$ cat src/rtl/muldiv_pkg.sv
// Shared definitions for the iterative multiply/divide unit:
// op codes, FSM states and the register-file write-port codes.
package muldiv_pkg;

    typedef enum logic [1:0] {
        OP_MULU = 2'b00,
        OP_MUL  = 2'b01,
        OP_DIVU = 2'b10,
        OP_DIV  = 2'b11
    } op_e;

    typedef enum logic [2:0] {
        ST_IDLE,
        ST_CALC,
        ST_FIX,
        ST_WB_HI,
        ST_WB_LO
    } state_e;

    localparam logic [1:0] RF_CTRL_FULL = 2'b00;
    localparam logic [1:0] RF_CTRL_LO   = 2'b11;
    localparam logic [4:0] R_LO_ADDR    = 5'd11;

endpackage

$ cat src/rtl/muldiv_iter_core.sv
// Per-cycle iteration datapath: shift-add multiply or restoring
// shift-subtract divide on a 2*XLEN+1 accumulator, with a step counter.
module muldiv_iter_core #(
    parameter int XLEN = 32
) (
    input  logic              clk,
    input  logic              rst,
    input  logic              load,
    input  logic [2*XLEN:0]   load_acc,
    input  logic              step,
    input  logic              op_is_div,
    input  logic [XLEN-1:0]   operand,
    output logic [2*XLEN-1:0] acc,
    output logic              last
);
    localparam int CW = $clog2(XLEN) + 1;

    logic [2*XLEN:0] acc_q;
    logic [2*XLEN:0] acc_step;
    logic [CW-1:0]   count;
    logic [XLEN:0]   sum;
    logic [XLEN:0]   rem_sh;
    logic [XLEN+1:0] diff;

    // Multiply: high half plus optional multiplicand, then shift right.
    // Divide: shift remainder left, subtract divisor, keep it when no borrow.
    always_comb begin
        sum    = acc_q[2*XLEN:XLEN] + {1'b0, (acc_q[0] ? operand : '0)};
        rem_sh = {acc_q[2*XLEN-1:XLEN], acc_q[XLEN-1]};
        diff   = {1'b0, rem_sh} - {2'b00, operand};
        if (!op_is_div) begin
            acc_step = {1'b0, sum, acc_q[XLEN-1:1]};
        end else if (!diff[XLEN+1]) begin
            acc_step = {diff[XLEN:0], acc_q[XLEN-2:0], 1'b1};
        end else begin
            acc_step = {rem_sh, acc_q[XLEN-2:0], 1'b0};
        end
    end

    always_ff @(posedge clk or posedge rst) begin
        if (rst) begin
            acc_q <= '0;
            count <= '0;
        end else if (load) begin
            acc_q <= load_acc;
            count <= CW'(XLEN);
        end else if (step) begin
            acc_q <= acc_step;
            count <= count - 1'b1;
        end
    end

    assign acc  = acc_q[2*XLEN-1:0];
    assign last = (count == CW'(1));

endmodule

$ cat src/rtl/muldiv_unit.sv
// Iterative 32-cycle multiply/divide unit returning its result to the
// register file as two req/gnt write beats (high/quotient, low/remainder).
module muldiv_unit #(
    parameter int         XLEN      = 32,
    parameter logic [4:0] R_LO_ADDR = muldiv_pkg::R_LO_ADDR
) (
    input  logic            clk,
    input  logic            reset,
    input  logic            start,
    input  logic [1:0]      op,
    input  logic [XLEN-1:0] src_a,
    input  logic [XLEN-1:0] src_b,
    input  logic [4:0]      dest_addr,
    output logic            busy,
    output logic            done,
    output logic            div_by_zero,
    output logic            wb_req,
    input  logic            wb_gnt,
    output logic            wb_we,
    output logic [1:0]      wb_control,
    output logic [4:0]      wb_addr,
    output logic [XLEN-1:0] wb_data
);
    import muldiv_pkg::*;

    state_e            state, state_nxt;
    op_e               op_in;
    logic              is_div_q, neg_hi_q, neg_lo_q, dbz_q, done_q;
    logic [4:0]        dest_q;
    logic [XLEN-1:0]   opnd_q, res_hi, res_lo;
    logic [2*XLEN-1:0] core_acc;
    logic [2*XLEN:0]   core_load_acc;
    logic              core_step, core_last, accept;
    logic              in_div, in_signed, a_neg, b_neg, in_dbz;
    logic [XLEN-1:0]   mag_a, mag_b;
    logic [2*XLEN-1:0] prod_fix;
    logic [XLEN-1:0]   fix_hi, fix_lo;

    // Divide-by-zero preloads remainder=src_a and quotient=all ones so the
    // answer simply passes through FIX untouched.
    always_comb begin
        op_in     = op_e'(op);
        in_div    = (op_in == OP_DIVU) || (op_in == OP_DIV);
        in_signed = (op_in == OP_MUL)  || (op_in == OP_DIV);
        a_neg     = in_signed & src_a[XLEN-1];
        b_neg     = in_signed & src_b[XLEN-1];
        mag_a     = a_neg ? -src_a : src_a;
        mag_b     = b_neg ? -src_b : src_b;
        in_dbz    = in_div && (src_b == '0);
        accept    = (state == ST_IDLE) && start;
        if (in_dbz) begin
            core_load_acc = {1'b0, src_a, {XLEN{1'b1}}};
        end else if (in_div) begin
            core_load_acc = {{(XLEN+1){1'b0}}, mag_a};
        end else begin
            core_load_acc = {{(XLEN+1){1'b0}}, mag_b};
        end
    end

    muldiv_iter_core #(.XLEN(XLEN)) u_core (
        .clk       (clk),
        .rst       (reset),
        .load      (accept),
        .load_acc  (core_load_acc),
        .step      (core_step),
        .op_is_div (is_div_q),
        .operand   (opnd_q),
        .acc       (core_acc),
        .last      (core_last)
    );

    always_comb begin
        prod_fix = neg_hi_q ? -core_acc : core_acc;
        if (dbz_q) begin
            fix_hi = core_acc[XLEN-1:0];
            fix_lo = core_acc[2*XLEN-1:XLEN];
        end else if (is_div_q) begin
            fix_hi = neg_hi_q ? -core_acc[XLEN-1:0] : core_acc[XLEN-1:0];
            fix_lo = neg_lo_q ? -core_acc[2*XLEN-1:XLEN] : core_acc[2*XLEN-1:XLEN];
        end else begin
            fix_hi = prod_fix[2*XLEN-1:XLEN];
            fix_lo = prod_fix[XLEN-1:0];
        end
    end

    always_ff @(posedge clk or posedge reset) begin
        if (reset) begin
            state <= ST_IDLE;
        end else begin
            state <= state_nxt;
        end
    end

    always_comb begin
        state_nxt  = state;
        busy       = 1'b1;
        wb_req     = 1'b0;
        wb_control = '0;
        wb_addr    = '0;
        wb_data    = '0;
        core_step  = 1'b0;
        case (state)
            ST_IDLE: begin
                busy = 1'b0;
                if (start) state_nxt = in_dbz ? ST_FIX : ST_CALC;
            end
            ST_CALC: begin
                core_step = 1'b1;
                if (core_last) state_nxt = ST_FIX;
            end
            ST_FIX: state_nxt = ST_WB_HI;
            ST_WB_HI: begin
                wb_req     = 1'b1;
                wb_control = RF_CTRL_FULL;
                wb_addr    = dest_q;
                wb_data    = res_hi;
                if (wb_gnt) state_nxt = ST_WB_LO;
            end
            ST_WB_LO: begin
                wb_req     = 1'b1;
                wb_control = RF_CTRL_LO;
                wb_addr    = R_LO_ADDR;
                wb_data    = res_lo;
                if (wb_gnt) state_nxt = ST_IDLE;
            end
            default: state_nxt = ST_IDLE;
        endcase
    end

    always_ff @(posedge clk or posedge reset) begin
        if (reset) begin
            is_div_q <= 1'b0;
            neg_hi_q <= 1'b0;
            neg_lo_q <= 1'b0;
            dbz_q    <= 1'b0;
            done_q   <= 1'b0;
            dest_q   <= '0;
            opnd_q   <= '0;
            res_hi   <= '0;
            res_lo   <= '0;
        end else begin
            done_q <= (state == ST_WB_LO) && wb_gnt;
            if (accept) begin
                is_div_q <= in_div;
                dest_q   <= dest_addr;
                opnd_q   <= in_div ? mag_b : mag_a;
                neg_hi_q <= a_neg ^ b_neg;
                neg_lo_q <= a_neg;
                dbz_q    <= in_dbz;
            end
            if (state == ST_FIX) begin
                res_hi <= fix_hi;
                res_lo <= fix_lo;
            end
        end
    end

    assign wb_we       = wb_req & wb_gnt;
    assign done        = done_q;
    assign div_by_zero = dbz_q;

endmodule

$ cat config.mk
export PLATFORM = sky130hd
export DESIGN_NAME = muldiv_unit
export DESIGN_NICKNAME = d
export VERILOG_FILES = /design/src/rtl/muldiv_pkg.sv /design/src/rtl/muldiv_iter_core.sv /design/src/rtl/muldiv_unit.sv
export SDC_FILE = /design/constraint.sdc
export NUM_CORES = 1
export LEC_CHECK = 0
export ABC_CLOCK_PERIOD_IN_PS = 16950
export CELL_PAD_IN_SITES_DETAIL_PLACEMENT = 2
export CELL_PAD_IN_SITES_GLOBAL_PLACEMENT = 2
export CORE_ASPECT_RATIO = 0.75
export CORE_MARGIN = 3
export CORE_UTILIZATION = 38
export DETAILED_ROUTE_END_ITERATION = 16
export GPL_ROUTABILITY_DRIVEN = 0
export PLACE_DENSITY_LB_ADDON = 0.1
export SYNTH_ARGS = -nofsm -noshare
export SYNTH_HDL_FRONTEND = slang
export SYNTH_SLANG_ARGS = --single-unit
$ cat constraint.sdc
create_clock -name clk -period 16.95 [get_ports clk]
set_input_delay 5.085 -clock clk [delete_from_list [all_inputs] [get_ports clk]]
set_output_delay 5.085 -clock clk [all_outputs]
set_load 0.005 [all_outputs]
==> flow_metrics.py <==
metrics = {
    "timing": {
        "clock.fmax_ghz": 0.0872,
        "setup_viol": 0,
        "setup_tns_ps": 0,
        "period_minus_slack_ps": 11470,
        "tightest_slew_ps": 1330,
        "final-hold-violation-count": 0,
        "skew_ps": 14.9,
        "min_period_over_period_pct": 67.6,
        "drv_slew": 0,
        "grt_setup_unrepaired": "no",
        "slew_headroom_pct": 11.2,
    },
    "grt": {
        "grt.busiest_layer": "met2",
        "grtUsageMet3_pct": 7.75,
        "grtUsageMet1_pct": 47.1,
        "grt.met2_usage_pct": 49.9,
        "overflow": 0,
        "grtUsageTotal_pct": 32.9,
        "grt_pass1_vias": 19200,
        "grt_max_degree": 129,
        "antenna_found_initial": 1,
        "grt_pass1_wl_mm": 120,
    },
    "synthesis": {
        "ys.flop_type": "dfrtp_1",
        "ys_ff_latch": 180,
        "yosysWarnings": 0,
        "synthDistinctLibCells": 86,
        "synthArstFlopShare_pct": 100,
        "ys_seq_area_share_pct": 26.5,
        "synth-edff-count": 0,
        "syn_area_um2": 17000,
        "syn_inst": 2318,
        "synth_nets": 2465,
        "avgSynthCellArea_um2": 7.33,
    },
    "setup_path": {
        "path_delay_family": "buffers and inverters",
        "worst_r2r_path_depth": 12,
        "arrival_ps": 6380,
        "crit_top_cell": "clkdlybuf4s50_1",
        "start_kind": "input pin",
        "path_cells": "clkdlybuf4s50_1, and2_1, clkdlybuf4s50_1",
        "worst_path_max_delay_cell": "clkdlybuf4s50_1",
        "crit_fanout": 7,
        "path_depth": 3,
        "crit_required_ps": 11860,
        "path_buf_inv": 2,
        "crit_path_max_incr_delay_ps": 620,
        "critPathKind": "in -> out",
        "cp-end-kind": "output port",
    },
    "drt": {
        "drt-initial-drc-count": 1816,
        "vias_per_cell": 6.43,
        "finalWirelength_mm": 78.8,
        "drc": 0,
        "drtPass1Iterations": 5,
        "ant_nets": 0,
        "vias": 18500,
        "avgRoutedWirePerCell_um": 27.4,
    },
    "hold_path": {
        "whs_path_depth": 2,
        "hp-class": "reg -> reg",
    },
    "floorplanning": {
        "start_util_pct": 38.8,
        "core_um2": 43800,
        "die_h_um": 189,
        "io_pins": 119,
        "die_w_um": 250,
        "die_area_um2": 47300,
        "rows": 66,
    },
    "clock_network": {
        "clk_latency_ps": 480,
        "cts.clk_slew.worst_paths_ps": 70,
        "postCtsHoldBufs": 0,
        "cts_buffers": 17,
        "postCtsSetupBuffers": 0,
        "cts_sinks": 180,
        "htree_levels": 4,
        "ctsRootBufferMaster": "clkbuf_16",
        "tritoncts": "done",
        "clk_path_buf_depth": 2,
        "cts_resized": 0,
    },
    "placement": {
        "io_buffers": 118,
        "hpwl_mm": 59.0,
    },
    "pwr": {
        "ir_worst_vdd_mv": 0.111,
        "power_density_nw_per_um2": 240,
        "power.total_mw": 4.56,
        "leakage_nw": 7.76,
    },
    "cells_and_area": {
        "mostFrequentLayoutCell": "nor2_1",
        "syn_to_final_growth_pct": 11.5,
        "drive_gt1_share_pct": 4.14,
        "layout_common_cells": "nor2_1, nand2_1, o21ai_0",
        "nets": 2431,
    },
    "outcome": {
        "outcome": "complete, no violations",
    },
    "run": {
        "maxCapViolations": 0,
    },
}
==> state kept, by name, summed over array words and instances (netlist names) <==
name	cells
is_div_q	1
done	1
u_core.count	6
neg_hi_q	1
res_lo	32
state	3
u_core.acc_q	65
dest_q	5
opnd_q	32
res_hi	32
neg_lo_q	1
div_by_zero	1
==> layout make-up <==
class	count	area [um^2]
fillers	5099	24800
multi-input cells	1871	11500
flip-flops and latches	180	4510
repair buffers	146	1390
well taps	578	723
clock buffers	18	429
inverters	68	263
clock inverters	13	135
diodes	1	2.50
==> kinds of logic (layout without fill, tap and decap cells) <==
family | count (synthesis) | count (layout) | synth area share (%)
AO/OA/AOI/OAI | 820 | 820 | 29.8
AND/OR/NAND/NOR | 749 | 749 | 20.0
buffers and inverters | 267 | 245 | 6.04
flip-flops | 180 | 180 | 26.5
XOR/XNOR | 179 | 179 | 9.22
adder cells (fa/ha/maj) | 72 | 72 | 5.39
multiplexers | 51 | 51 | 3.02
other | 0 | 1 | 0
==> tightest hold or removal path, cell delays in order (launching register included) <==
cell	delay, ps
dfrtp_1	350
nand2_1	50
nand3_1	60
==> metrics by stage <==
stage / hold WS (ps) / area, um^2 / instances / util (%) / worst slack [ps]
final: 488 / 18900 / 2875 / 43.3 / 5480
after global routing: 520 / 18900 / 2874 / 43.3 / 5450
after CTS: 489 / 18900 / 2874 / 43.3 / 5490
after detailed placement: 472 / 18400 / 2843 / 42.0 / 5500
after global placement: 460 / 18400 / 2843 / 42.0 / 5490
after floorplan: 437 / 17000 / 2318 / - / 6660
==> cell usage after synthesis (16+ instances only) <==
cell / count / area [um^2]
xor2_1: 71 / 622
inv_1: 66 / 248
nand2_1: 262 / 983
dfrtp_1: 180 / 4500
o21ai_0: 258 / 1290
o22ai_1: 31 / 194
nand3_1: 33 / 165
a21o_1: 42 / 315
nor4_1: 21 / 131
a22o_1: 35 / 307
a22oi_1: 19 / 143
ha_1: 70 / 876
clkbuf_1: 167 / 627
xnor2_1: 108 / 946
nand2b_1: 16 / 100
mux2i_1: 48 / 480
o211ai_1: 32 / 240
a211oi_1: 36 / 270
buf_1: 20 / 75.1
o31ai_1: 24 / 180
a21oi_1: 205 / 1030
nor2_1: 270 / 1010
nor3_1: 35 / 175
a31oi_1: 39 / 244
==> per-layer routing <==
metal | vias to the layer above | wire, um
met2 | 662 | 34100
met1 | 9480 | 36600
met4 | 4 | 1840
met3 | 102 | 6270
met5 | - | 25
li1 | 8234 | -
==> power breakdown <==
part           internal (mW)  switching, mW  total, mW  leakage, nW
clock network          0.216          0.199      0.415        0.277
registers              0.637          0.377       1.01         2.20
logic                   1.16           1.96       3.13         5.28
==> path summary, 6_finish.rpt <==
path	to	slack, ps	from
min	res_hi[13]	490	res_hi[13]
min in group asynchronous	dest_q[1]	5230	reset
max	wb_we	5480	wb_gnt
min reg2reg	res_hi[13]	490	res_hi[13]
max in group asynchronous	opnd_q[16]	10340	reset
max reg2reg	res_hi[18]	12300	u_core.acc_q[0]
No activity file was read; power rests on OpenSTA's default activity.
